[config.mk]
export PLATFORM = sky130hd
export DESIGN_NAME = register_file_mp_flat
export DESIGN_NICKNAME = d
export VERILOG_FILES = /design/src/rtl/regfile_pkg.sv /design/src/rtl/register_file_mp_if.sv /design/src/rtl/regfile_scoreboard.sv /design/src/rtl/register_file_mp.sv /design/src/flat_wrapper.sv
export SDC_FILE = /design/constraint.sdc
export NUM_CORES = 2
export LEC_CHECK = 0
export BUFFER_PORTS_ARGS = -buffer_cell sky130_fd_sc_hd__buf_2
export CAP_MARGIN = 20
export CORE_MARGIN = 4
export CORE_UTILIZATION = 35
export CTS_CLUSTER_SIZE = 30
export DETAILED_ROUTE_END_ITERATION = 16
export PLACE_DENSITY = 0.47
export SETUP_SLACK_MARGIN = 0.05
export SLEW_MARGIN = 15
export SYNTH_ARGS = -nofsm -noshare
export SYNTH_HDL_FRONTEND = slang
export SYNTH_SLANG_ARGS = --single-unit
[constraint.sdc]
create_clock -name clk -period 7.55 [get_ports clk]
set_clock_uncertainty 0.2 [all_clocks]
set_input_delay 0.3775 -clock clk [delete_from_list [all_inputs] [get_ports clk]]
set_output_delay 0.3775 -clock clk [all_outputs]
set_load 0.02 [all_outputs]
[src/rtl/regfile_pkg.sv]
// Shared constants and helpers for the multi-port register file.
// Keeps index-width derivation in one place so the file, bus and scoreboard agree.
package regfile_pkg;

  localparam int DEFAULT_DATA_WIDTH = 32;
  localparam int DEFAULT_NUM_REGS   = 32;

  // Index width for a given register count; a single-bit index is the floor.
  function automatic int calcAw(input int numRegs);
    return (numRegs > 1) ? $clog2(numRegs) : 1;
  endfunction

  typedef logic [calcAw(DEFAULT_NUM_REGS)-1:0] regIdx_t;

endpackage

[src/rtl/register_file_mp_if.sv]
// Bus bundle between issue/writeback logic (master) and the register file (slave).
// Port p of every packed field lives at [p*width +: width].
interface register_file_mp_if
  import regfile_pkg::*;
#(
  parameter int DATA_WIDTH      = DEFAULT_DATA_WIDTH,
  parameter int NUM_REGS        = DEFAULT_NUM_REGS,
  parameter int NUM_READ_PORTS  = 2,
  parameter int NUM_WRITE_PORTS = 2
);
  localparam int AW = calcAw(NUM_REGS);

  logic [NUM_READ_PORTS*AW-1:0]          in_read_number;
  logic [NUM_READ_PORTS*DATA_WIDTH-1:0]  out_read_value;
  logic [NUM_READ_PORTS-1:0]             out_read_pending;
  logic [NUM_WRITE_PORTS-1:0]            in_write_enable;
  logic [NUM_WRITE_PORTS*AW-1:0]         in_write_number;
  logic [NUM_WRITE_PORTS*DATA_WIDTH-1:0] in_write_value;
  logic                                  in_reserve_enable;
  logic [AW-1:0]                         in_reserve_number;
  logic [AW:0]                           out_pending_count;

  modport master (
    output in_read_number, in_write_enable, in_write_number, in_write_value,
           in_reserve_enable, in_reserve_number,
    input  out_read_value, out_read_pending, out_pending_count
  );

  modport slave (
    input  in_read_number, in_write_enable, in_write_number, in_write_value,
           in_reserve_enable, in_reserve_number,
    output out_read_value, out_read_pending, out_pending_count
  );

endinterface

[src/rtl/regfile_scoreboard.sv]
// Busy-bit scoreboard: one bit per register marking an in-flight producer,
// plus a registered population count of the busy bits.
module regfile_scoreboard
  import regfile_pkg::*;
#(
  parameter int NUM_REGS = DEFAULT_NUM_REGS,
  localparam int AW = calcAw(NUM_REGS),
  localparam int CW = AW + 1
) (
  input  logic                clk,
  input  logic                rst_n,
  input  logic [NUM_REGS-1:0] set_i,
  input  logic [NUM_REGS-1:0] clear_i,
  output logic [NUM_REGS-1:0] busy_o,
  output logic [CW-1:0]       count_o
);

  logic [NUM_REGS-1:0] busy_q, busy_d;
  logic [CW-1:0]       count_q, count_d;

  // Set is applied after clear so a same-cycle reservation survives the write.
  always_comb begin
    busy_d  = (busy_q & ~clear_i) | set_i;
    count_d = '0;
    for (int i = 0; i < NUM_REGS; i++) begin
      count_d = count_d + CW'(busy_d[i]);
    end
  end

  always_ff @(posedge clk) begin
    if (!rst_n) begin
      busy_q  <= '0;
      count_q <= '0;
    end else begin
      busy_q  <= busy_d;
      count_q <= count_d;
    end
  end

  assign busy_o  = busy_q;
  assign count_o = count_q;

endmodule

[src/rtl/register_file_mp.sv]
// Multi-port register file with write-to-read forwarding, optional hard-wired
// zero register and a busy-bit scoreboard for issue logic.
module register_file_mp
  import regfile_pkg::*;
#(
  parameter int DATA_WIDTH      = DEFAULT_DATA_WIDTH,
  parameter int NUM_REGS        = DEFAULT_NUM_REGS,
  parameter int NUM_READ_PORTS  = 2,
  parameter int NUM_WRITE_PORTS = 2,
  parameter int ZERO_REG        = 1
) (
  input logic clk,
  input logic rst_n,
  register_file_mp_if.slave rf
);

  localparam int AW = calcAw(NUM_REGS);

  logic [DATA_WIDTH-1:0] regs_q [NUM_REGS];
  logic [DATA_WIDTH-1:0] regs_d [NUM_REGS];
  logic [NUM_REGS-1:0]   writeHit;
  logic [NUM_REGS-1:0]   reserveSet;
  logic [NUM_REGS-1:0]   busy;
  logic [AW:0]           pendingCount;

  logic [NUM_READ_PORTS*DATA_WIDTH-1:0] readValue;
  logic [NUM_READ_PORTS-1:0]            readPending;

  // Per-register write/reserve decode; later ports overwrite earlier ones so the
  // highest-index write port wins. Out-of-range and zero-register targets never match.
  always_comb begin
    writeHit   = '0;
    reserveSet = '0;
    for (int i = 0; i < NUM_REGS; i++) begin
      regs_d[i] = regs_q[i];
      if (!(ZERO_REG != 0 && i == 0)) begin
        for (int w = 0; w < NUM_WRITE_PORTS; w++) begin
          if (rf.in_write_enable[w] && rf.in_write_number[w*AW +: AW] == AW'(i)) begin
            writeHit[i] = 1'b1;
            regs_d[i]   = rf.in_write_value[w*DATA_WIDTH +: DATA_WIDTH];
          end
        end
        reserveSet[i] = rf.in_reserve_enable && (rf.in_reserve_number == AW'(i));
      end
    end
  end

  always_ff @(posedge clk) begin
    if (!rst_n) begin
      for (int i = 0; i < NUM_REGS; i++) regs_q[i] <= '0;
    end else begin
      for (int i = 0; i < NUM_REGS; i++) regs_q[i] <= regs_d[i];
    end
  end

  // regs_d already carries same-cycle write data, which gives forwarding for free.
  always_comb begin
    readValue   = '0;
    readPending = '0;
    if (rst_n) begin
      for (int p = 0; p < NUM_READ_PORTS; p++) begin
        for (int i = 0; i < NUM_REGS; i++) begin
          if (rf.in_read_number[p*AW +: AW] == AW'(i) && !(ZERO_REG != 0 && i == 0)) begin
            readValue[p*DATA_WIDTH +: DATA_WIDTH] = regs_d[i];
            readPending[p] = busy[i] & ~writeHit[i];
          end
        end
      end
    end
  end

  regfile_scoreboard #(.NUM_REGS(NUM_REGS)) u_scoreboard (
    .clk     (clk),
    .rst_n   (rst_n),
    .set_i   (reserveSet),
    .clear_i (writeHit),
    .busy_o  (busy),
    .count_o (pendingCount)
  );

  assign rf.out_read_value    = readValue;
  assign rf.out_read_pending  = readPending;
  assign rf.out_pending_count = pendingCount;

endmodule
[src/flat_wrapper.sv]
// flat-port wrapper written by rule: the top's interface ports become plain ports
module register_file_mp_flat import regfile_pkg::*;
#(
  parameter int DATA_WIDTH      = DEFAULT_DATA_WIDTH,
  parameter int NUM_REGS        = DEFAULT_NUM_REGS,
  parameter int NUM_READ_PORTS  = 2,
  parameter int NUM_WRITE_PORTS = 2,
  parameter int ZERO_REG        = 1
)
  (clk, rst_n, rf_in_read_number, rf_in_write_enable, rf_in_write_number, rf_in_write_value, rf_in_reserve_enable, rf_in_reserve_number, rf_out_read_value, rf_out_read_pending, rf_out_pending_count);
  register_file_mp_if #(.DATA_WIDTH(DATA_WIDTH), .NUM_REGS(NUM_REGS), .NUM_READ_PORTS(NUM_READ_PORTS), .NUM_WRITE_PORTS(NUM_WRITE_PORTS)) rf_i ();
  input logic clk;
  input logic rst_n;
  input wire logic [$bits(rf_i.in_read_number)-1:0] rf_in_read_number;
  input wire logic [$bits(rf_i.in_write_enable)-1:0] rf_in_write_enable;
  input wire logic [$bits(rf_i.in_write_number)-1:0] rf_in_write_number;
  input wire logic [$bits(rf_i.in_write_value)-1:0] rf_in_write_value;
  input wire logic [$bits(rf_i.in_reserve_enable)-1:0] rf_in_reserve_enable;
  input wire logic [$bits(rf_i.in_reserve_number)-1:0] rf_in_reserve_number;
  output wire logic [$bits(rf_i.out_read_value)-1:0] rf_out_read_value;
  output wire logic [$bits(rf_i.out_read_pending)-1:0] rf_out_read_pending;
  output wire logic [$bits(rf_i.out_pending_count)-1:0] rf_out_pending_count;
  assign rf_i.in_read_number = rf_in_read_number;
  assign rf_i.in_write_enable = rf_in_write_enable;
  assign rf_i.in_write_number = rf_in_write_number;
  assign rf_i.in_write_value = rf_in_write_value;
  assign rf_i.in_reserve_enable = rf_in_reserve_enable;
  assign rf_i.in_reserve_number = rf_in_reserve_number;
  assign rf_out_read_value = rf_i.out_read_value;
  assign rf_out_read_pending = rf_i.out_read_pending;
  assign rf_out_pending_count = rf_i.out_pending_count;
  register_file_mp #(.DATA_WIDTH(DATA_WIDTH), .NUM_REGS(NUM_REGS), .NUM_READ_PORTS(NUM_READ_PORTS), .NUM_WRITE_PORTS(NUM_WRITE_PORTS), .ZERO_REG(ZERO_REG)) u_core (.clk(clk), .rst_n(rst_n), .rf(rf_i));
endmodule
Yosys cells after proc, flatten, opt, wreduce, memory -nomap -nowiden
Memories as Yosys holds them, arrays and structs flattened.
Index checks and enable logic that the tools add are counted.
{ "classes": {"bitwise_logic": 97, "div_mod_pow": 0, "n_eq_ne": 156, "n_addsub": 31, "magnitude_cmp": 0, "n_reduce_logical": 94, "muxes": 284, "mul": 0, "n_shift": 0} }
{ "ops": {"columns": ["cell", "n"], "rows": [
  ["$mux W32", 156],
  ["$eq A5 B5 Y1 const B", 80],
  ["$eq A5 B4 Y1 const B", 40],
  ["$add A6 B1 Y6", 26],
  ["$mux W1", 126],
  ["$eq A5 B3 Y1 const B", 20],
  ["$logic_and A1 B1 Y1", 93],
  ["$mux W64", 1],
  ["$eq A5 B2 Y1 const B", 10],
  ["$and A32 B32 Y32", 1],
  ["$not A32 Y32", 1],
  ["$or A1 B1 Y1", 32],
  ["$or A32 B32 Y32", 1],
  ["$and A1 B1 Y1", 31],
  ["$not A1 Y1", 31],
  ["$eq A5 B1 Y1 const B", 5],
  ["$add A5 B1 Y6", 1],
  ["$add A4 B1 Y5", 1],
  ["$add A3 B1 Y4", 1],
  ["$add A2 B1 Y3", 1],
  ["$add A1 B1 Y2", 1],
  ["$mux W2", 1],
  ["$reduce_and A2 Y1", 1],
  ["$ne A0 B0 Y1", 1]
]} }
{ "word_totals": {"elab_cells": 665, "romBits": 0, "output_inout_bits": 72, "reg_bits": 38, "ram_bits": 1024, "latch_bits": 0, "inputBits": 94, "n_memories": 1} }
{ "memory_table": {"columns": ["name", "depth", "width", "rd", "rd_ports_with_merged_regs", "write_ports", "line_no", "rtl"], "rows": [
  ["u_core.regs_q", 32, 32, 31, 0, 32, "register_file_mp.sv:19", "logic [DATA_WIDTH-1:0] regs_q [NUM_REGS];"]
]} }

Logic depth before layout (Yosys ltp)
{ "depth": {"depth_word": 38, "ltp_mapped": 25, "mapped_depth_nobuf": 21} }

Cells and area by module
A second synthesis with hierarchy kept.
{ "unflattened": {"cells_unflattened": 9996, "area_unflattened_um2": 68996.2} }
{ "modules_own_cells": {"columns": ["mod", "n_inst", "cells_per_inst", "area_per_inst_um2", "seq_area_each_um2"], "rows": [
  ["register_file_mp", 1, 9777, 66809.1, 19859.0],
  ["regfile_scoreboard", 1, 219, 2187.1, 760.7]
]} }

Least setup slack after synthesis
No wires, ideal clock.
{ "synth_timing": {"path_type": "input-to-reg", "from": "input port rf_in_write_number[6]", "to": "register u_core.u_scoreboard.count_q[4] (netlist: u_core.u_scoreboard.count_o[4])", "arrival_ns": 6.212, "path_slack_ns": 1.011, "t_required_ns": 7.222, "path_stages": 25, "setup_time_ns": 0.128, "n_path_buf": 5, "path_cell_list": "buf_2 > nor2b_1 > clkbuf_1 > nand2_1 > clkbuf_1 > clkbuf_1 > buf_1 > nand3b_1 > o21ai_0 > fa_1 > fa_1 > fa_1 > inv_1 > fa_1 > inv_1 > fa_1 > fa_1 > inv_1 > fa_1 > inv_1 > fa_1 > a21o_1 > a21oi_1 > xor2_1 > nor2_1"} }
{ "synth_between": {"word_cells_on_any_way": 127, "cone_classes": "add/sub: 31; eq/ne: 31; mux: 31; bitwise: 3; reduce/logical: 31"} }
{ "synth_lines": {"columns": ["item", "line_no", "rtl"], "rows": [
  ["from (decl)", "flat_wrapper.sv:16", "input wire logic [$bits(rf_i.in_write_number)-1:0] rf_in_write_number;"],
  ["$eq A5 B5 Y1", "register_file_mp.sv:38", "if (rf.in_write_enable[w] && rf.in_write_number[w*AW +: AW] == AW'(i)) begin"],
  ["$logic_and A1 B1 Y1", "register_file_mp.sv:38", null],
  ["$mux W1", "register_file_mp.sv:38", null],
  ["$not A32 Y32", "regfile_scoreboard.sv:23", "busy_d = (busy_q & ~clear_i) | set_i;"],
  ["$and A32 B32 Y32", "regfile_scoreboard.sv:23", null],
  ["$or A32 B32 Y32", "regfile_scoreboard.sv:23", null],
  ["named net u_core.u_scoreboard.busy_d[26]", "regfile_scoreboard.sv:18", "logic [NUM_REGS-1:0] busy_q, busy_d;"],
  ["$add A6 B1 Y6 (6 in series)", "regfile_scoreboard.sv:26", "count_d = count_d + CW'(busy_d[i]);"],
  ["to (signal assigned)", "regfile_scoreboard.sv:36", "count_q <= count_d;"],
  ["to (decl)", "regfile_scoreboard.sv:19", "logic [CW-1:0] count_q, count_d;"]
]} }
The timed path passes the listed nets, and every way through them passes these cells.
A chain may end at the register's enable or synchronous reset.

Worst setup path in the final report
{ "layout_timing": {"from": "input port rf_in_write_number[2]", "to": "output port rf_out_read_value[20]"} }
{ "layout_between": {"elab_chain_cells": 36, "word_cells_on_any_way": 156, "cone_classes": "eq/ne: 31; mux: 94; reduce/logical: 31"} }
{ "layout_lines": {"columns": ["item", "line_no", "rtl"], "rows": [
  ["$eq A5 B1 Y1", "register_file_mp.sv:38", null],
  ["$logic_and A1 B1 Y1", "register_file_mp.sv:38", null],
  ["$mux W32 (2 in series)", "register_file_mp.sv:38", null],
  ["$mux W32 (30 in series)", "register_file_mp.sv:63", "if (rf.in_read_number[p*AW +: AW] == AW'(i) && !(ZERO_REG != 0 && i == 0)) begin"],
  ["$mux W32 (*)", "register_file_mp.sv:63", null],
  ["$mux W64 (*)", "register_file_mp.sv:60", "if (rst_n) begin"],
  ["to (decl)", "flat_wrapper.sv:20", "output wire logic [$bits(rf_i.out_read_value)-1:0] rf_out_read_value;"]
]} }
Every way passes the cells marked *; elsewhere a longest branch is shown, timed or not.

==> impl_metrics.env <==
export IMPL_final_nets=9461
export IMPL_clockBufferDepth=3
export IMPL_arrival_ns=6.11
export IMPL_ys_types=95
export IMPL_port_buffers=165
export IMPL_synth_edf_count=0
export IMPL_avgSynthCellArea_sq_um=7.18
export IMPL_worstSetupStartpoint="rf_in_write_number[2]"
export IMPL_crit_fanout=31
export IMPL_max_clock_freq_mhz=149
export IMPL_p_int_mw=9.89
export IMPL_max_cap_violations=0
export IMPL_dieArea_sq_mm=0.201
export IMPL_setup_violations=0
export IMPL_core_rowCount=161
export IMPL_synth_main_ff_cell="dfxtp_1"
export IMPL_wl_per_cell_um=42.5
export IMPL_synthCells=9469
export IMPL_startpoint_type="input pin"
export IMPL_powerDensity_mw_per_mm2=191
export IMPL_period_needed_ns=6.69
export IMPL_hold_viol=0
export IMPL_global_route_usage_total_pct=47.9
export IMPL_area_growth_pct=13.9
export IMPL_clk_latency_ns=0.83
export IMPL_synth_yosys_warnings=0
export IMPL_totalWireLength_um=510000
export IMPL_dp_slack_ns=0.674
export IMPL_hp_class="input pin to flip-flop"
export IMPL_cts_tree="built"
export IMPL_worst_setup_path_type="input pin to primary output"
export IMPL_ir_drop_v=0.000187
export IMPL_grt_overflow_total=0
export IMPL_cellLeakagePower_nw=31.2
export IMPL_antenna_left=0
export IMPL_seq_power_share_pct=37.5
export IMPL_final_cell_mix="nand2_1, dfxtp_1, nor2_1, and2_1, a21oi_1"
export IMPL_detail_route_iter0_violations=15500
export IMPL_root_buffer="clkbuf_16"
export IMPL_combPwrFrac_pct=16.9
export IMPL_place_congestion=1.08
export IMPL_p_sw_share_pct=33.3
export IMPL_grt_pass1_vias=74900
export IMPL_dr_pass1_iters=9
export IMPL_ys_seq_area_share_pct=30.3
export IMPL_cts_made_buffers=138
export IMPL_htreeDepth=4
export IMPL_syn_num_nets=9593
export IMPL_synth_cell_area_sq_mm=0.0680
export IMPL_drive_above_1_share_pct=12.0
export IMPL_drc=0
export IMPL_tightest_slew_ns=1.30
export IMPL_grt_antenna_before_repair=56
export IMPL_p_clk_share_pct=45.6
export IMPL_tns_ns=0
export IMPL_reg2reg_slack_ns=1.85
export IMPL_io_pins=166
export IMPL_p_sw_mw=4.93
export IMPL_r2r_start="u_core.u_scoreboard.busy_o[6]"
export IMPL_final_common_cell="nand2_1"
export IMPL_vias_per_cell=7.01
export IMPL_die_w_um=449
export IMPL_fp_dieH_um=449
export IMPL_grt_max_degree=257
export IMPL_final_max_slew_violation_count=0
export IMPL_start_util_pct=35.3
export IMPL_critical_path_required_ns=6.97
export IMPL_via_count=84200
export IMPL_status="complete, no violations"
export IMPL_p_total_mw=14.8
export IMPL_grt_pass1_wl_um=678000
export IMPL_hold_path_startpoint="rf_in_write_value[56]"
export IMPL_ys_ff_latch=1029
export IMPL_coreArea_sq_mm=0.193
export IMPL_clock_sinks=1029
export IMPL_cp_end_kind="primary output"
export IMPL_finalCritPeriodShare_pct=88.6
export IMPL_timing_final_ws_setup_ns=0.861
export IMPL_path_clk_slew_ns=0.06
export IMPL_slew_headroom_pct=13.2
export IMPL_ctsResizeCount=0
export IMPL_rsz0062_at_grt="false"
export IMPL_synthArstFlopShare_pct=0
export IMPL_hpwl_um=351000
## cell families after synthesis
| group | count (synthesis) | share of synthesized area [%] |
|---|---|---|
| compound gates | 2979 | 27.0 |
| xor+xnor | 3 | 0.0387 |
| fa+ha+maj | 30 | 0.806 |
| buf+inv | 1049 | 6.33 |
| flops | 1029 | 30.3 |
| mux | 693 | 10.3 |
| simple gates | 3686 | 25.3 |
## area by class of cell
type	instances	area, sq um
inverters	42	170
well taps	2526	3160
fillers	20300	115000
clock buffers	202	4030
diodes	38	95.1
multi-input cells	7391	43500
repair buffers	735	5400
clock inverters	42	414
flip-flops and latches	1029	20600
## path summary, 6_finish.rpt
check                              endpoint  depth (start not counted)
min reg2reg          u_core.regs_q[0][1023]                          2
max reg2reg  u_core.u_scoreboard.count_o[4]                         19
min                  u_core.regs_q[0][1016]                          3
max                   rf_out_read_value[20]                         15
## flip-flops by register name (all words and copies together) (netlist names)
register	cells
u_core.regs_q	992
u_core.u_scoreboard.busy_o	31
u_core.u_scoreboard.count_o	6
## cell usage after synthesis (all sizes together) (16+ instances only)
| master | count | share of area (%) |
|---|---|---|
| a2111oi | 27 | 0.35 |
| a211o | 20 | 0.26 |
| a211oi | 117 | 1.3 |
| a21o | 17 | 0.19 |
| a21oi | 807 | 5.9 |
| a221o | 22 | 0.32 |
| a221oi | 121 | 1.6 |
| a22o | 47 | 0.61 |
| a22oi | 161 | 1.8 |
| a2bb2oi | 18 | 0.23 |
| a31oi | 297 | 2.7 |
| a32oi | 16 | 0.21 |
| and2 | 840 | 7.7 |
| and3 | 25 | 0.23 |
| buf | 286 | 2.1 |
| clkbuf | 721 | 4.0 |
| dfxtp | 1029 | 30 |
| fa | 23 | 0.68 |
| inv | 41 | 0.23 |
| mux2 | 23 | 0.38 |
| mux2i | 667 | 9.8 |
| nand2 | 1164 | 6.5 |
| nand3 | 266 | 2.0 |
| nand4 | 29 | 0.27 |
| nor2 | 1083 | 6.0 |
| nor3 | 157 | 1.2 |
| o2111ai | 25 | 0.32 |
| o211ai | 75 | 0.83 |
| o21ai | 826 | 6.1 |
| o221ai | 60 | 0.77 |
| o22a | 16 | 0.21 |
| o22ai | 175 | 1.6 |
| o31ai | 21 | 0.23 |
## power groups by stage
stage	clock network, mW	registers, mW	logic (mW)
2_1_floorplan	0	5.67	1.09
3_3_place_gp	0	5.67	2.30
3_5_place_dp	0	5.67	2.30
4_1_cts	6.77	5.55	2.31
5_1_grt	6.97	5.56	2.46
6_report	6.76	5.55	2.51
## repair_timing
| item | CTS | global route |
|---|---|---|
| setup buffers | 0 | 0 |
| hold buffers | 14 | 0 |
| endpoints found under the hold margin | 110 | 0 |
| setup endpoints to repair | 0 | 0 |
## critical path: stages
cell	delay (ns)
buf_2	0.44
and4bb_2	0.37
buf_4	0.45
buf_4	0.50
nand2_2	0.46
buf_4	0.40
a211oi_1	0.39
nor3_1	0.11
a21oi_1	0.21
o2111ai_1	0.21
nor3_1	0.95
o2111ai_1	0.60
a21oi_1	0.29
nor2_1	0.08
buf_2	0.16
## per-stage QoR
stage / utilization (%) / area (sq um) / cells / hold WS, ns
final: 40.2 / 77400 / 12000 / 0.0466
after floorplan: - / 68000 / 9469 / 0.284
after detailed placement: 37.7 / 72700 / 11700 / 0.338
after global routing: 40.1 / 77300 / 12000 / 0.0354
after CTS: 40.1 / 77200 / 12000 / 0.00749
after global placement: 37.7 / 72600 / 11700 / 0.337
## metal layers
metal	up-vias	global-route usage, %	wire (um)
met5	-	0	259
met4	30	38.3	52000
met3	2363	19.4	73500
met2	7917	66.4	199000
met1	40400	58.1	186000
li1	33500	-	-
Note: power is estimated with default switching activity, not from simulation.
